==> config.mk <==
export PLATFORM = sky130hd
export DESIGN_NAME = wca_cic_interp_n
export DESIGN_NICKNAME = d
export VERILOG_FILES = /design/src/rtl/wca_cic_interp_n.sv
export SDC_FILE = /design/constraint.sdc
export NUM_CORES = 2
export LEC_CHECK = 0
export ABC_AREA = 1
export BUFFER_PORTS_ARGS = -buffer_cell sky130_fd_sc_hd__buf_4
export CAP_MARGIN = 20
export CORE_AREA = 4 4 343 345
export CTS_CLUSTER_SIZE = 14
export DETAILED_ROUTE_END_ITERATION = 12
export DIE_AREA = 0 0 347 349
export GPL_ROUTABILITY_DRIVEN = 0
export SYNTH_ARGS = -nofsm -noshare
export SYNTH_HDL_FRONTEND = slang
export SYNTH_SLANG_ARGS = --single-unit
==> constraint.sdc <==
create_clock -name i_clock -period 33.6 [get_ports i_clock]
set_input_delay 5.04 -clock i_clock [delete_from_list [all_inputs] [get_ports i_clock]]
set_output_delay 5.04 -clock i_clock [all_outputs]
set_load 0.02 [all_outputs]
==> src/rtl/wca_cic_interp_n.sv <==
// N-stage, multi-channel CIC interpolator. Low-rate samples arrive on a
// valid/ready stream into a single holding register. They are consumed on
// every R-th high-rate strobe, zero-stuffed in between, and scaled back to
// unity DC gain with half-up rounding and saturation.

// One channel: comb chain, integrator cascade, scaling and the output register.
module wca_cic_interp_n_lane #(
    parameter int DW    = 16,
    parameter int N     = 3,
    parameter int ACC_W = 40
) (
    input  logic                 i_clock,
    input  logic                 i_reset,
    input  logic                 i_clear,
    input  logic                 i_strobe,
    input  logic                 i_phase0,
    input  logic signed [DW-1:0] i_x,
    input  logic [7:0]           i_shift,
    output logic signed [DW-1:0] o_y
);
    localparam logic [ACC_W:0]        ONE  = {{ACC_W{1'b0}}, 1'b1};
    localparam logic signed [ACC_W:0] MAXV = {{(ACC_W+1-DW){1'b0}}, 1'b0, {(DW-1){1'b1}}};
    localparam logic signed [ACC_W:0] MINV = {{(ACC_W+2-DW){1'b1}}, {(DW-1){1'b0}}};

    logic signed [ACC_W-1:0] r_dly   [1:N];
    logic signed [ACC_W-1:0] r_integ [1:N];
    logic signed [ACC_W-1:0] w_cin   [1:N];
    logic signed [ACC_W-1:0] w_comb;
    logic signed [ACC_W:0]   w_ext;
    logic [ACC_W:0]          w_rnd;
    logic signed [ACC_W:0]   w_sum;
    logic signed [ACC_W:0]   w_sh;
    logic signed [DW-1:0]    w_sat;
    logic signed [DW-1:0]    r_y;

    // Comb chain evaluated against the stored delays; w_cin[k] is what stage k's delay will take.
    always_comb begin : comb_chain
        logic signed [ACC_W-1:0] v;
        v = {{(ACC_W-DW){i_x[DW-1]}}, i_x};
        for (int k = 1; k <= N; k++) begin
            w_cin[k] = v;
            v        = v - r_dly[k];
        end
        w_comb = v;
    end

    // Gain normalisation: one guard bit so the rounding add cannot wrap, then shift and clip.
    always_comb begin
        w_ext = {r_integ[N][ACC_W-1], r_integ[N]};
        w_rnd = (i_shift != 8'd0) ? (ONE << (i_shift - 8'd1)) : '0;
        w_sum = w_ext + $signed(w_rnd);
        w_sh  = w_sum >>> i_shift;
        if (w_sh > MAXV)      w_sat = MAXV[DW-1:0];
        else if (w_sh < MINV) w_sat = MINV[DW-1:0];
        else                  w_sat = w_sh[DW-1:0];
    end

    // Per-strobe state update: delays on phase 0 only, integrators cascade from pre-update values.
    always_ff @(posedge i_clock or posedge i_reset) begin
        if (i_reset) begin
            for (int k = 1; k <= N; k++) begin
                r_dly[k]   <= '0;
                r_integ[k] <= '0;
            end
            r_y <= '0;
        end else if (i_clear) begin
            for (int k = 1; k <= N; k++) begin
                r_dly[k]   <= '0;
                r_integ[k] <= '0;
            end
            r_y <= '0;
        end else if (i_strobe) begin
            if (i_phase0) begin
                for (int k = 1; k <= N; k++) r_dly[k] <= w_cin[k];
            end
            r_integ[1] <= r_integ[1] + (i_phase0 ? w_comb : '0);
            for (int k = 2; k <= N; k++) r_integ[k] <= r_integ[k] + r_integ[k-1];
            r_y <= w_sat;
        end
    end

    assign o_y = r_y;
endmodule

module wca_cic_interp_n #(
    parameter int DW       = 16,
    parameter int N        = 3,
    parameter int CH       = 2,
    parameter int MAX_LOG2 = 8,
    parameter int ACC_W    = DW + N * MAX_LOG2
) (
    input  logic             i_clock,
    input  logic             i_reset,
    input  logic             i_enable,
    input  logic             i_strobe_if,
    input  logic [3:0]       i_log2_rate,
    input  logic [CH*DW-1:0] i_in_data,
    input  logic             i_in_valid,
    output logic             o_in_ready,
    output logic [CH*DW-1:0] o_out_data,
    output logic             o_out_valid,
    output logic             o_underrun
);
    localparam int         PW   = (MAX_LOG2 > 0) ? MAX_LOG2 : 1;
    localparam logic [3:0] RMAX = 4'(MAX_LOG2);

    logic             r_latched;
    logic [3:0]       r_rate_q;
    logic [PW-1:0]    r_phase;
    logic [CH*DW-1:0] r_hold;
    logic             r_full;
    logic             r_underrun;
    logic             r_out_valid;

    logic [3:0]       w_rate_in;
    logic [PW:0]      w_rlen;
    logic [PW:0]      w_last;
    logic             w_strobe;
    logic             w_phase0;
    logic             w_consume;
    logic             w_load;
    logic [7:0]       w_shift;

    assign w_rate_in  = (i_log2_rate > RMAX) ? RMAX : i_log2_rate;
    assign w_rlen     = {{PW{1'b0}}, 1'b1} << r_rate_q;
    assign w_last     = w_rlen - {{PW{1'b0}}, 1'b1};
    // Strobes are ignored until the rate has been latched (first enabled cycle).
    assign w_strobe   = i_strobe_if & i_enable & r_latched;
    assign w_phase0   = (r_phase == '0);
    assign w_consume  = w_strobe & w_phase0;
    assign o_in_ready = i_enable & r_latched & ~r_full;
    assign w_load     = i_in_valid & o_in_ready;
    assign w_shift    = 8'(N - 1) * {4'd0, r_rate_q};

    // Control: rate latch, holding register, phase counter, sticky underrun, output strobe.
    always_ff @(posedge i_clock or posedge i_reset) begin
        if (i_reset) begin
            r_latched   <= 1'b0;
            r_rate_q    <= '0;
            r_phase     <= '0;
            r_hold      <= '0;
            r_full      <= 1'b0;
            r_underrun  <= 1'b0;
            r_out_valid <= 1'b0;
        end else if (!i_enable) begin
            r_latched   <= 1'b0;
            r_rate_q    <= '0;
            r_phase     <= '0;
            r_hold      <= '0;
            r_full      <= 1'b0;
            r_underrun  <= 1'b0;
            r_out_valid <= 1'b0;
        end else if (!r_latched) begin
            r_latched   <= 1'b1;
            r_rate_q    <= w_rate_in;
            r_out_valid <= 1'b0;
        end else begin
            // Load only happens when empty, so load wins over a same-cycle consume.
            if (w_load) begin
                r_hold <= i_in_data;
                r_full <= 1'b1;
            end else if (w_consume) begin
                r_full <= 1'b0;
            end
            if (w_consume && !r_full) r_underrun <= 1'b1;
            if (w_strobe) r_phase <= (r_phase == w_last[PW-1:0]) ? '0 : r_phase + PW'(1);
            r_out_valid <= w_strobe;
        end
    end

    for (genvar c = 0; c < CH; c++) begin : g_lane
        logic signed [DW-1:0] w_x;
        logic signed [DW-1:0] w_y;
        assign w_x = r_full ? r_hold[c*DW +: DW] : '0;
        wca_cic_interp_n_lane #(.DW(DW), .N(N), .ACC_W(ACC_W)) u_lane (
            .i_clock  (i_clock),
            .i_reset  (i_reset),
            .i_clear  (~i_enable),
            .i_strobe (w_strobe),
            .i_phase0 (w_phase0),
            .i_x      (w_x),
            .i_shift  (w_shift),
            .o_y      (w_y)
        );
        assign o_out_data[c*DW +: DW] = w_y;
    end

    assign o_out_valid = r_out_valid;
    assign o_underrun  = r_underrun;
endmodule

==> flow_summary.ini <==
[run_status]
status = finished, final reports clean

[route]
drt_first_pass_iters = 6
met3_length_mm = 6.23
m1WireLength_mm = 69.5
vias = 50700
drc = 0
wl_met2_mm = 66.5
top_layer_used = met4
drt_wl_total_mm = 148
first_iter_violations = 3313
ant_nets = 0
wire_per_inst_um = 15.6
via_per_inst = 5.36

[sta]
fin_setup_tns_ns = 0
relSlewSlack_pct = 25.7
final-hold-violation-count = 0
finalClockSkew_ns = 0.0437
fin_crit_sh_pct = 34.6
tightest_slew_ns = 1.12
setup_viol = 0
max_freq_mhz = 86.1
period_minus_slack_ns = 11.62
rsz0062_at_grt = false
slew_viol_final = 0

[die]
initial_core_util_pct = 44.9
pin_count = 76
die_area_um2 = 121000
die_w_um = 347
rows = 124
die_h_um = 349
fp.coreArea_um2 = 114000

[critical_path]
crit_family = buffers and inverters
path_class = input port to output pin
cp.required_ns = 28.56
slowest_delay_ns = 0.47
worstPathArrival_ns = 6.58
worstPathMaxFanout = 37
startpoint_type = input port
path_cells = buf_4 > nand2_1 > nor2_2 > buf_4 > buf_4
critPathBufInv = 3
crit_path_end_kind = output pin
crit_top_cell = buf_4
ff2ff_setup_slack_ns = 24.26
slowest_stage = nand2_1

[power_and_ir_drop]
pwr-share-seq_pct = 17.6
p_comb_share_pct = 63.9
intPower_mw = 2.16
clockPowerShare_pct = 18.6
vdd_drop_max_v = 0.0000430
p_per_area_nw_per_um2 = 77.7
switchingPower_mw = 2.15
switching_share_pct = 50.0
p_leak_nw = 28.9

[synthesis]
synth_edf_count = 0
synthesis.area_um2 = 51300
ys.flop_type = dfrtp_1
synthArstFlopShare_pct = 100
seq_area_frac_synth_pct = 25.0
syn_inst = 7928
syn_avg_cell_area_um2 = 6.47
ys_ff_latch = 512
synthDistinctLibCells = 74
yosysWarnings = 0

[placed_design]
dpl_cell_area_um2 = 53000
place_hpwl_mm = 115
io_buffers = 75

[cts]
cts_resized = 0
cts_tree = built
post_cts_buffers = 0
path_clk_slew_ns = 0.06
ctsHtreeMaxLevel = 3
cts-root-buf = clkbuf_16
clock_latency_ns = 0.65
cts_hold_buf = 0
clock-sinks = 512
cts_buffer_depth = 3
cts-buffers-inserted = 68

[final_layout]
design_area_um2 = 55500
antennaDiodeCount = 0
fill_cells = 11800
syn2layout_area_growth_pct = 8.29
drive_above_1_share_pct = 4.26
nets = 8418

[flow_run]
drv_cap = 0

[global_route]
grt_pass1_vias = 47700
grt_antenna_before_repair = 0
grt-ovfl-total = 0
grt_pass1_wl_mm = 243
grt_use_total_pct = 23.8
grt_max_degree = 145

[worst_hold_path]
hold_path_class = flip-flop to flip-flop
[cell usage in the layout (no fill, tap or decap), types with 11 or more instances in the layout]
cell type / Yosys / final
nand2_1: 2135 / 2135
inv_1: 1000 / 993
nand3_1: 705 / 704
a21oi_1: 667 / 667
o21ai_0: 640 / 640
nor2_1: 598 / 595
dfrtp_1: 512 / 508
ha_1: 472 / 472
xor2_1: 185 / 185
buf_4: 13 / 105
o22ai_1: 80 / 80
clkbuf_16: 0 / 72
xnor2_1: 60 / 60
a31oi_1: 56 / 56
nand4_1: 55 / 55
o31ai_1: 52 / 52
nor3_1: 51 / 51
o21ai_1: 42 / 42
o21a_1: 34 / 34
a21o_1: 31 / 31
o211ai_1: 30 / 30
a21boi_0: 29 / 29
o21bai_1: 25 / 25
nand2_2: 22 / 22
clkbuf_8: 0 / 22
or2_2: 21 / 21
o221ai_1: 18 / 18
nor4_1: 18 / 17
and2_1: 16 / 16
fa_1: 16 / 16
inv_2: 8 / 13
nand3_2: 13 / 13
a221oi_1: 11 / 11
a22o_1: 11 / 11
nor2_2: 10 / 11
clkinv_2: 0 / 11
[path summary, 6_finish.rpt]
path | startpoint | to | cells past startpoint
max | i_enable | o_in_ready | 5
min | g_lane[0].u_lane.o_y[12]$_DFFE_PP0P_ | g_lane[0].u_lane.o_y[12]$_DFFE_PP0P_ | 2
max reg2reg | r_full$_DFFE_PP0P_ | g_lane[0].u_lane.r_integ[119]$_DFFE_PP0P_ | 46
min reg2reg | g_lane[0].u_lane.o_y[12]$_DFFE_PP0P_ | g_lane[0].u_lane.o_y[12]$_DFFE_PP0P_ | 2
max in group asynchronous | i_reset | r_rate_q[3]$_DFFE_PP0P_ | 5
min in group asynchronous | i_reset | g_lane[0].u_lane.r_dly[72]$_DFFE_PP0P_ | 2
[synth_stat cells, types with 51 or more instances]
master    number  area [um^2]
dfrtp_1      512        12800
nor2_1       598         2240
clkbuf_1     138          518
ha_1         472         5910
nand4_1       55          344
nand3_1      705         3530
o31ai_1       52          390
xor2_1       185         1620
nor3_1        51          255
nand2_1     2135         8010
o22ai_1       80          500
xnor2_1       60          526
o21ai_0      640         3200
inv_1       1000         3750
a31oi_1       56          350
a21oi_1      667         3340
[stage by stage]
step	util [%]	total power, mW	hold slack (ns)	std cells	setup WS, ns
after floorplan	-	2.89	0.459	7935	14.26
after global placement	46.4	3.46	0.465	9331	22.00
after detailed placement	46.4	3.49	0.468	9331	21.99
after CTS	48.6	4.32	0.482	9455	21.99
after global routing	48.6	4.77	0.498	9455	21.86
final	48.6	4.31	0.475	9455	21.98
[power groups by stage]
stage / sequential, mW / clock [mW] / combinational, mW
after global routing: 0.767 / 0.848 / 3.16
final: 0.757 / 0.800 / 2.75
after CTS: 0.757 / 0.824 / 2.74
after global placement: 0.766 / 0 / 2.69
after detailed placement: 0.768 / 0 / 2.72
after floorplan: 0.744 / 0 / 2.14
[cells by family after synthesis]
logic type,share of synthesized area [%]
AOI/OAI and AO/OA,19.3
xor gates and xnor gates,4.19
adders and majority gates,12.1
buffers and inverters,9.38
DFF,25.0
muxes,0.0781
other,0.00732
and+or+nand+nor,29.9
[registers in the layout, summed over array words and instances, names as in the netlist]
name,count
o_out_valid,1
r_rate_q,4
g_lane.u_lane.o_y,32
o_underrun,1
r_hold,32
r_latched,1
g_lane.u_lane.r_dly,192
g_lane.u_lane.r_integ,240
r_full,1
r_phase,8
[per-layer routing]
metal  GRT usage (%)  vias up
li1                -    26400
met1            32.0    22900
met2            39.2     1117
met3            2.59      295
met4            9.18        0
met5               0        -
[worst register-to-register path: cells and delay by family, from the launching register on]
kind | cells | cell delay [ns]
AO/OA/AOI/OAI | 17 | 2.93
AND/OR/NAND/NOR | 16 | 2.62
adder cells (fa/ha/maj) | 5 | 1.81
flip-flops | 1 | 1.03
buffers and inverters | 6 | 0.49
XOR/XNOR | 2 | 0.37
[area by class of cell]
type                            count  area, um^2  share of cell area (%)
Multi-Input combinational cell   6191       33700                    60.7
Sequential cell                   512       12800                    23.1
Inverter                         1010        3810                    6.86
Clock buffer                      101        2130                    3.84
Tap cell                         1512        1890                    3.41
Timing Repair Buffer              106         808                    1.46
Clock inverter                     23         352                   0.633
Note: power is estimated with default switching activity, not from simulation.
